File: config.mk
export PLATFORM = sky130hd
export DESIGN_NAME = points_uart_tx
export DESIGN_NICKNAME = d
export VERILOG_FILES = /design/src/rtl/points_uart_tx.sv
export SDC_FILE = /design/constraint.sdc
export NUM_CORES = 1
export LEC_CHECK = 0
export BUFFER_PORTS_ARGS = -buffer_cell sky130_fd_sc_hd__clkbuf_2
export CAP_MARGIN = 20
export CORE_MARGIN = 3
export CORE_UTILIZATION = 45
export DETAILED_ROUTE_END_ITERATION = 8
export PLACE_DENSITY_LB_ADDON = 0.1
export SLEW_MARGIN = 20
export SYNTH_ARGS = -nofsm -noshare
export SYNTH_HDL_FRONTEND = slang
export SYNTH_SLANG_ARGS = --single-unit
File: constraint.sdc
create_clock -name CLK -period 9.9 [get_ports CLK]
set_input_delay 1.485 -clock CLK [delete_from_list [all_inputs] [get_ports CLK]]
set_output_delay 1.485 -clock CLK [all_outputs]
set_load 0.02 [all_outputs]
File: src/rtl/points_uart_tx.sv
// Per-frame point snapshot serialiser: on each VGA_VS falling edge, latch up to four
// points and stream them as a fixed 20-byte UART 8N1 packet with a trailing checksum.
module points_uart_tx #(
  parameter int CLK_FREQ     = 50000000,
  parameter int BAUD         = 115200,
  parameter int CLKS_PER_BIT = CLK_FREQ / BAUD
) (
  input  logic        CLK,
  input  logic        RST_N,
  input  logic        VGA_VS,
  input  logic [15:0] i_POINTS_H_0,
  input  logic [15:0] i_POINTS_H_1,
  input  logic [15:0] i_POINTS_H_2,
  input  logic [15:0] i_POINTS_H_3,
  input  logic [15:0] i_POINTS_V_0,
  input  logic [15:0] i_POINTS_V_1,
  input  logic [15:0] i_POINTS_V_2,
  input  logic [15:0] i_POINTS_V_3,
  input  logic [2:0]  i_POINT_COUNT,
  output logic        o_UART_TX,
  output logic        o_BUSY,
  output logic [7:0]  o_DROP_CNT
);

  localparam int CNT_W = (CLKS_PER_BIT > 1) ? $clog2(CLKS_PER_BIT) : 1;
  localparam logic [CNT_W-1:0] BIT_LAST = CNT_W'(CLKS_PER_BIT - 1);
  localparam logic [4:0] LAST_BYTE = 5'd19;
  localparam logic [7:0] HDR0 = 8'hA5;
  localparam logic [7:0] HDR1 = 8'h5A;

  typedef enum logic [1:0] {IDLE, START, DATA, STOP} state_t;

  state_t           state_reg;
  logic             rvs_reg;
  logic             eof;
  logic [2:0]       count_clamped;
  logic [2:0]       count_reg;
  logic [15:0]      pts_h [4];
  logic [15:0]      pts_v [4];
  logic [15:0]      snap_h [4];
  logic [15:0]      snap_v [4];
  logic [15:0]      h_reg [4];
  logic [15:0]      v_reg [4];
  logic [CNT_W-1:0] bit_cnt_reg;
  logic [2:0]       bit_idx_reg;
  logic [4:0]       byte_idx_reg;
  logic [7:0]       shift_reg;
  logic [7:0]       csum_reg;
  logic             tx_reg;
  logic             busy_reg;
  logic [7:0]       drop_reg;

  logic             bit_done;
  logic [4:0]       next_idx;
  logic [3:0]       off;
  logic [15:0]      sel_h;
  logic [15:0]      sel_v;
  logic [7:0]       next_byte;
  logic             csum_add;

  assign pts_h[0] = i_POINTS_H_0;
  assign pts_h[1] = i_POINTS_H_1;
  assign pts_h[2] = i_POINTS_H_2;
  assign pts_h[3] = i_POINTS_H_3;
  assign pts_v[0] = i_POINTS_V_0;
  assign pts_v[1] = i_POINTS_V_1;
  assign pts_v[2] = i_POINTS_V_2;
  assign pts_v[3] = i_POINTS_V_3;

  assign eof           = rvs_reg & ~VGA_VS;
  assign count_clamped = (i_POINT_COUNT > 3'd4) ? 3'd4 : i_POINT_COUNT;

  // Slots beyond the valid count are zeroed so stale coordinates never leak out.
  genvar gi;
  generate
    for (gi = 0; gi < 4; gi++) begin : g_snap
      assign snap_h[gi] = (3'(gi) < count_clamped) ? pts_h[gi] : 16'h0000;
      assign snap_v[gi] = (3'(gi) < count_clamped) ? pts_v[gi] : 16'h0000;
    end
  endgenerate

  assign bit_done = (bit_cnt_reg == BIT_LAST);
  assign next_idx = byte_idx_reg + 5'd1;
  // Coordinate bytes start at index 3: off[3:2] picks the point, off[1:0] the byte.
  assign off      = next_idx[3:0] - 4'd3;
  assign sel_h    = h_reg[off[3:2]];
  assign sel_v    = v_reg[off[3:2]];
  assign csum_add = (next_idx >= 5'd2) && (next_idx <= 5'd18);

  always_comb begin
    next_byte = 8'h00;
    if (next_idx == 5'd1) begin
      next_byte = HDR1;
    end else if (next_idx == 5'd2) begin
      next_byte = {5'd0, count_reg};
    end else if (next_idx == LAST_BYTE) begin
      next_byte = csum_reg;
    end else begin
      case (off[1:0])
        2'd0:    next_byte = sel_h[15:8];
        2'd1:    next_byte = sel_h[7:0];
        2'd2:    next_byte = sel_v[15:8];
        default: next_byte = sel_v[7:0];
      endcase
    end
  end

  always_ff @(posedge CLK or negedge RST_N) begin
    if (!RST_N) begin
      state_reg    <= IDLE;
      rvs_reg      <= 1'b0;
      count_reg    <= 3'd0;
      for (int i = 0; i < 4; i++) begin
        h_reg[i] <= 16'h0000;
        v_reg[i] <= 16'h0000;
      end
      bit_cnt_reg  <= '0;
      bit_idx_reg  <= 3'd0;
      byte_idx_reg <= 5'd0;
      shift_reg    <= 8'h00;
      csum_reg     <= 8'h00;
      tx_reg       <= 1'b1;
      busy_reg     <= 1'b0;
      drop_reg     <= 8'h00;
    end else begin
      rvs_reg <= VGA_VS;

      if (eof && (state_reg != IDLE) && (drop_reg != 8'hFF)) begin
        drop_reg <= drop_reg + 8'd1;
      end

      case (state_reg)
        IDLE: begin
          if (eof) begin
            count_reg <= count_clamped;
            for (int i = 0; i < 4; i++) begin
              h_reg[i] <= snap_h[i];
              v_reg[i] <= snap_v[i];
            end
            shift_reg    <= HDR0;
            byte_idx_reg <= 5'd0;
            bit_cnt_reg  <= '0;
            bit_idx_reg  <= 3'd0;
            csum_reg     <= 8'h00;
            tx_reg       <= 1'b0;
            busy_reg     <= 1'b1;
            state_reg    <= START;
          end
        end

        START: begin
          if (bit_done) begin
            bit_cnt_reg <= '0;
            bit_idx_reg <= 3'd0;
            tx_reg      <= shift_reg[0];
            state_reg   <= DATA;
          end else begin
            bit_cnt_reg <= bit_cnt_reg + 1'b1;
          end
        end

        DATA: begin
          if (bit_done) begin
            bit_cnt_reg <= '0;
            if (bit_idx_reg == 3'd7) begin
              tx_reg    <= 1'b1;
              state_reg <= STOP;
            end else begin
              bit_idx_reg <= bit_idx_reg + 3'd1;
              tx_reg      <= shift_reg[1];
              shift_reg   <= {1'b0, shift_reg[7:1]};
            end
          end else begin
            bit_cnt_reg <= bit_cnt_reg + 1'b1;
          end
        end

        STOP: begin
          if (bit_done) begin
            bit_cnt_reg <= '0;
            if (byte_idx_reg == LAST_BYTE) begin
              tx_reg    <= 1'b1;
              busy_reg  <= 1'b0;
              state_reg <= IDLE;
            end else begin
              byte_idx_reg <= next_idx;
              shift_reg    <= next_byte;
              if (csum_add) begin
                csum_reg <= csum_reg + next_byte;
              end
              tx_reg    <= 1'b0;
              state_reg <= START;
            end
          end else begin
            bit_cnt_reg <= bit_cnt_reg + 1'b1;
          end
        end

        default: begin
          tx_reg    <= 1'b1;
          busy_reg  <= 1'b0;
          state_reg <= IDLE;
        end
      endcase
    end
  end

  assign o_UART_TX  = tx_reg;
  assign o_BUSY     = busy_reg;
  assign o_DROP_CNT = drop_reg;

endmodule
==> impl_metrics.csv <==
group,metric,value,unit
outcome,status,"complete, no violations",
hold_path,min-delay-path-class,"flop to flop",
die,core,0.0191,mm²
clock_tree,ctsLongestPathBuffers,2,
worst_setup_path,critPathKind,"flop to flop",
cells_and_area,area_growth,16.2,%
synthesis,synth_edf_count,0,
clock_tree,clk_pin_slew,0.07,ns
clock_tree,post_cts_buffers,0,
cells_and_area,drive_above_1_share,24.5,%
synthesis,synth_area,0.00893,mm²
pwr,p_per_area,262,mW/mm²
die,ioPinCount,144,
die,rows,50,
worst_setup_path,critPathLaunch,"byte_idx_reg[0]",
synthesis,synthArstFlopShare,100,%
die,dieHeight,147,µm
timing,tns,0,ns
flow_run,maxCapViolCount,0,
synthesis,syn_inst,805,
clock_tree,cts-root-buf,"clkbuf_16",
placement,placed_cell_area,0.00978,mm²
synthesis,ys_seq_area_share,49.6,%
worst_setup_path,crit_fanout,31,
timing,max_freq,172,MHz
worst_setup_path,rr_worst_depth,19,
timing,finalSetupViolations,0,
clock_tree,ctsResizeCount,0,
cells_and_area,final_common_cell,"dfrtp_1",
clock_tree,cts_tree,"yes",
worst_setup_path,cp.required,10.22,ns
timing,holdWs,0.475,ns
timing,finalCriticalPeriod,5.80,ns
worst_setup_path,slowest_delay,0.72,ns
placement,gp_congestion,0.895,
global_route,grt_max_degree,117,
global_route,grt_overflow,0,
detailed_routing,dr.pass1.iters,5,
die,initial_utilization,46.8,%
detailed_routing,viasPerCell,5.81,
worst_setup_path,worstPathCellList,"ha_1 -> nand2_1 -> o221a_4 -> or3_4 -> nand2_4 -> mux4_1 -> a222oi_1 -> nor2_1 -> a21oi_2 -> o22ai_1 -> ha_1 -> a21oi_1 -> o21bai_1 -> a21oi_1 -> o21bai_1 -> a21oi_1 -> o21a_1 -> o2111ai_1 -> and2_1",
pwr,irDropWorstVdd,0.000123,V
synthesis,synth_seq_cells,177,
timing,tightest_slew,1.08,ns
pwr,p_leak,4.85,nW
cells_and_area,layout_common_cells,"176 x dfrtp_1, 142 x clkbuf_2, 108 x nand2_1, 96 x a22o_1, 65 x o21ai_0",
global_route,first_global_vias,7229,
placement,dpl.hpwl,16900,µm
synthesis,synth_nets,964,
synthesis,yosysUniqueCellTypes,75,
synthesis,syn_area_per_cell,11.1,µm²
pwr,power,2.72,mW
die,design.die.area,0.0216,mm²
timing,period_share,58.6,%
worst_setup_path,end_kind,"flop",
synthesis,synth_ff_type,"dfrtp_1",
timing,rsz0062_at_grt,"false",
detailed_routing,wl,24300,µm
timing,clock-skew-final,0.0186,ns
worst_setup_path,rrSetupSlack,4.10,ns
clock_tree,cts_buffers,17,
worst_setup_path,crit_path_frequent_cell,"a21oi_1",
synthesis,yosys_warnings,0,
worst_setup_path,start_kind,"flop",
timing,hold_violations,0,
timing,maxSlewHeadroom,27.7,%
placement,io_buffers,143,
placement,dp_cells,1159,
global_route,track_usage,23.0,%
global_route,grt_pass1_wl,39200,µm
cells_and_area,stdcell_area,0.0104,mm²
clock_tree,ctsHoldBuffers,0,
clock_tree,worstSkewPairLatency,0.44,ns
worst_setup_path,crit_slowest_cell,"ha_1",
clock_tree,cts_num_sinks,177,
cells_and_area,final_cells,1191,
detailed_routing,ant_nets,0,
timing,drv_slew,0,
cells_and_area,nets,1077,
worst_setup_path,worstReg2RegEnd,"csum_reg[7]",
die,dieWidth,147,µm
detailed_routing,drcViolationCount,0,
detailed_routing,vias,6924,
worst_setup_path,arrival,6.12,ns
global_route,grt_antenna_before_repair,0,
detailed_routing,avgRoutedWirePerCell,20.4,µm
worst_setup_path,crit_end,"csum_reg[7]",
cells_and_area,fillerInstances,1714,
detailed_routing,drtIter0Drc,453,
cells_and_area,antenna_cells,0,
worst_setup_path,rr_startpoint,"byte_idx_reg[0]",
clock_tree,cts.htree.levels,4,
[stage by stage]
stage                     util, %  worst slack [ns]
after global routing         54.4              3.85
after global placement       51.3              4.32
after CTS                    54.4              4.18
after detailed placement     51.3              4.23
final                        54.4              4.10
after floorplan                 -              5.51
[kinds of logic after synthesis]
| kind of cell | Yosys count | share of synthesized area (%) |
|---|---|---|
| compound gates | 248 | 20.7 |
| xor+xnor | 20 | 2.17 |
| fa+ha+maj | 25 | 3.59 |
| buf+inv | 74 | 3.94 |
| flops | 177 | 49.6 |
| mux | 42 | 8.87 |
| simple gates | 219 | 11.1 |
[critical path: cells and delay by family, from the launching register on]
family	cells	cell delay (ns)
flip-flops	1	0.56
AND/OR/NAND/NOR	5	1.30
multiplexers	1	0.66
AO/OA/AOI/OAI	11	2.11
adder cells (fa/ha/maj)	2	1.04
[layer usage]
layer / vias to the layer above / part of all wire, % / track usage (%)
met2: 200 / 48 / 36.2
li1: 3208 / - / -
met5: - / 0 / 0
met1: 3481 / 45 / 32.6
met4: 0 / 2.2 / 7.69
met3: 35 / 4.4 / 3.98
[layout make-up]
cell class	instances	area [µm²]	share of cell area, %
repair buffers	150	778	7.49
clock buffers	18	429	4.13
well taps	260	325	3.13
inverters	18	67.6	0.651
flip-flops and latches	177	4430	42.7
clock inverters	14	168	1.61
multi-input cells	554	4190	40.3
[Yosys cell counts (2+ instances only)]
master / count / area, µm²
dfrtp_1: 176 / 4400
nand2_1: 108 / 405
a22o_1: 96 / 841
o21ai_0: 65 / 325
nor2_1: 42 / 158
clkbuf_1: 39 / 146
ha_1: 24 / 300
inv_1: 18 / 67.6
mux4_2: 17 / 383
a21oi_1: 14 / 70.1
nand3_1: 12 / 60.1
a22oi_1: 10 / 75.1
mux2_2: 10 / 113
xor2_1: 10 / 87.6
mux4_1: 9 / 236
nand2b_1: 9 / 56.3
nand4_1: 9 / 56.3
xnor2_1: 9 / 78.8
nor3_1: 8 / 40.0
o22ai_1: 8 / 50.1
nor2b_1: 7 / 43.8
buf_1: 6 / 22.5
mux2i_1: 6 / 60.1
o211ai_1: 6 / 45.0
o21a_1: 5 / 37.5
and2_1: 4 / 25.0
buf_6: 4 / 45.0
o31ai_1: 4 / 30.0
or3_1: 4 / 25.0
a21oi_2: 3 / 26.3
a221oi_1: 3 / 26.3
a311o_1: 3 / 30.0
a31o_1: 3 / 26.3
and3_1: 3 / 18.8
buf_2: 3 / 15.0
a21o_1: 2 / 15.0
a222oi_1: 2 / 20.0
a32o_1: 2 / 20.0
buf_12: 2 / 40.0
buf_4: 2 / 15.0
nand3b_1: 2 / 15.0
o21bai_1: 2 / 15.0
or4_1: 2 / 15.0
[report_power, final]
part	internal [mW]	switching [mW]
combinational	0.424	0.416
clock	0.361	0.326
sequential	1.01	0.182
[worst min path at each step]
stage | start | end | slack (ns) | cells past startpoint
finish | o_UART_TX | o_UART_TX | 0.47 | 2
global route | h_reg[3] | h_reg[3] | 0.51 | 2
CTS | o_UART_TX | o_UART_TX | 0.48 | 2
detailed placement | h_reg[4] | h_reg[4] | 0.47 | 2
global placement | v_reg[7] | v_reg[7] | 0.46 | 2
floorplan | h_reg[3] | h_reg[3] | 0.44 | 2
Note: power is estimated with default switching activity, not from simulation.
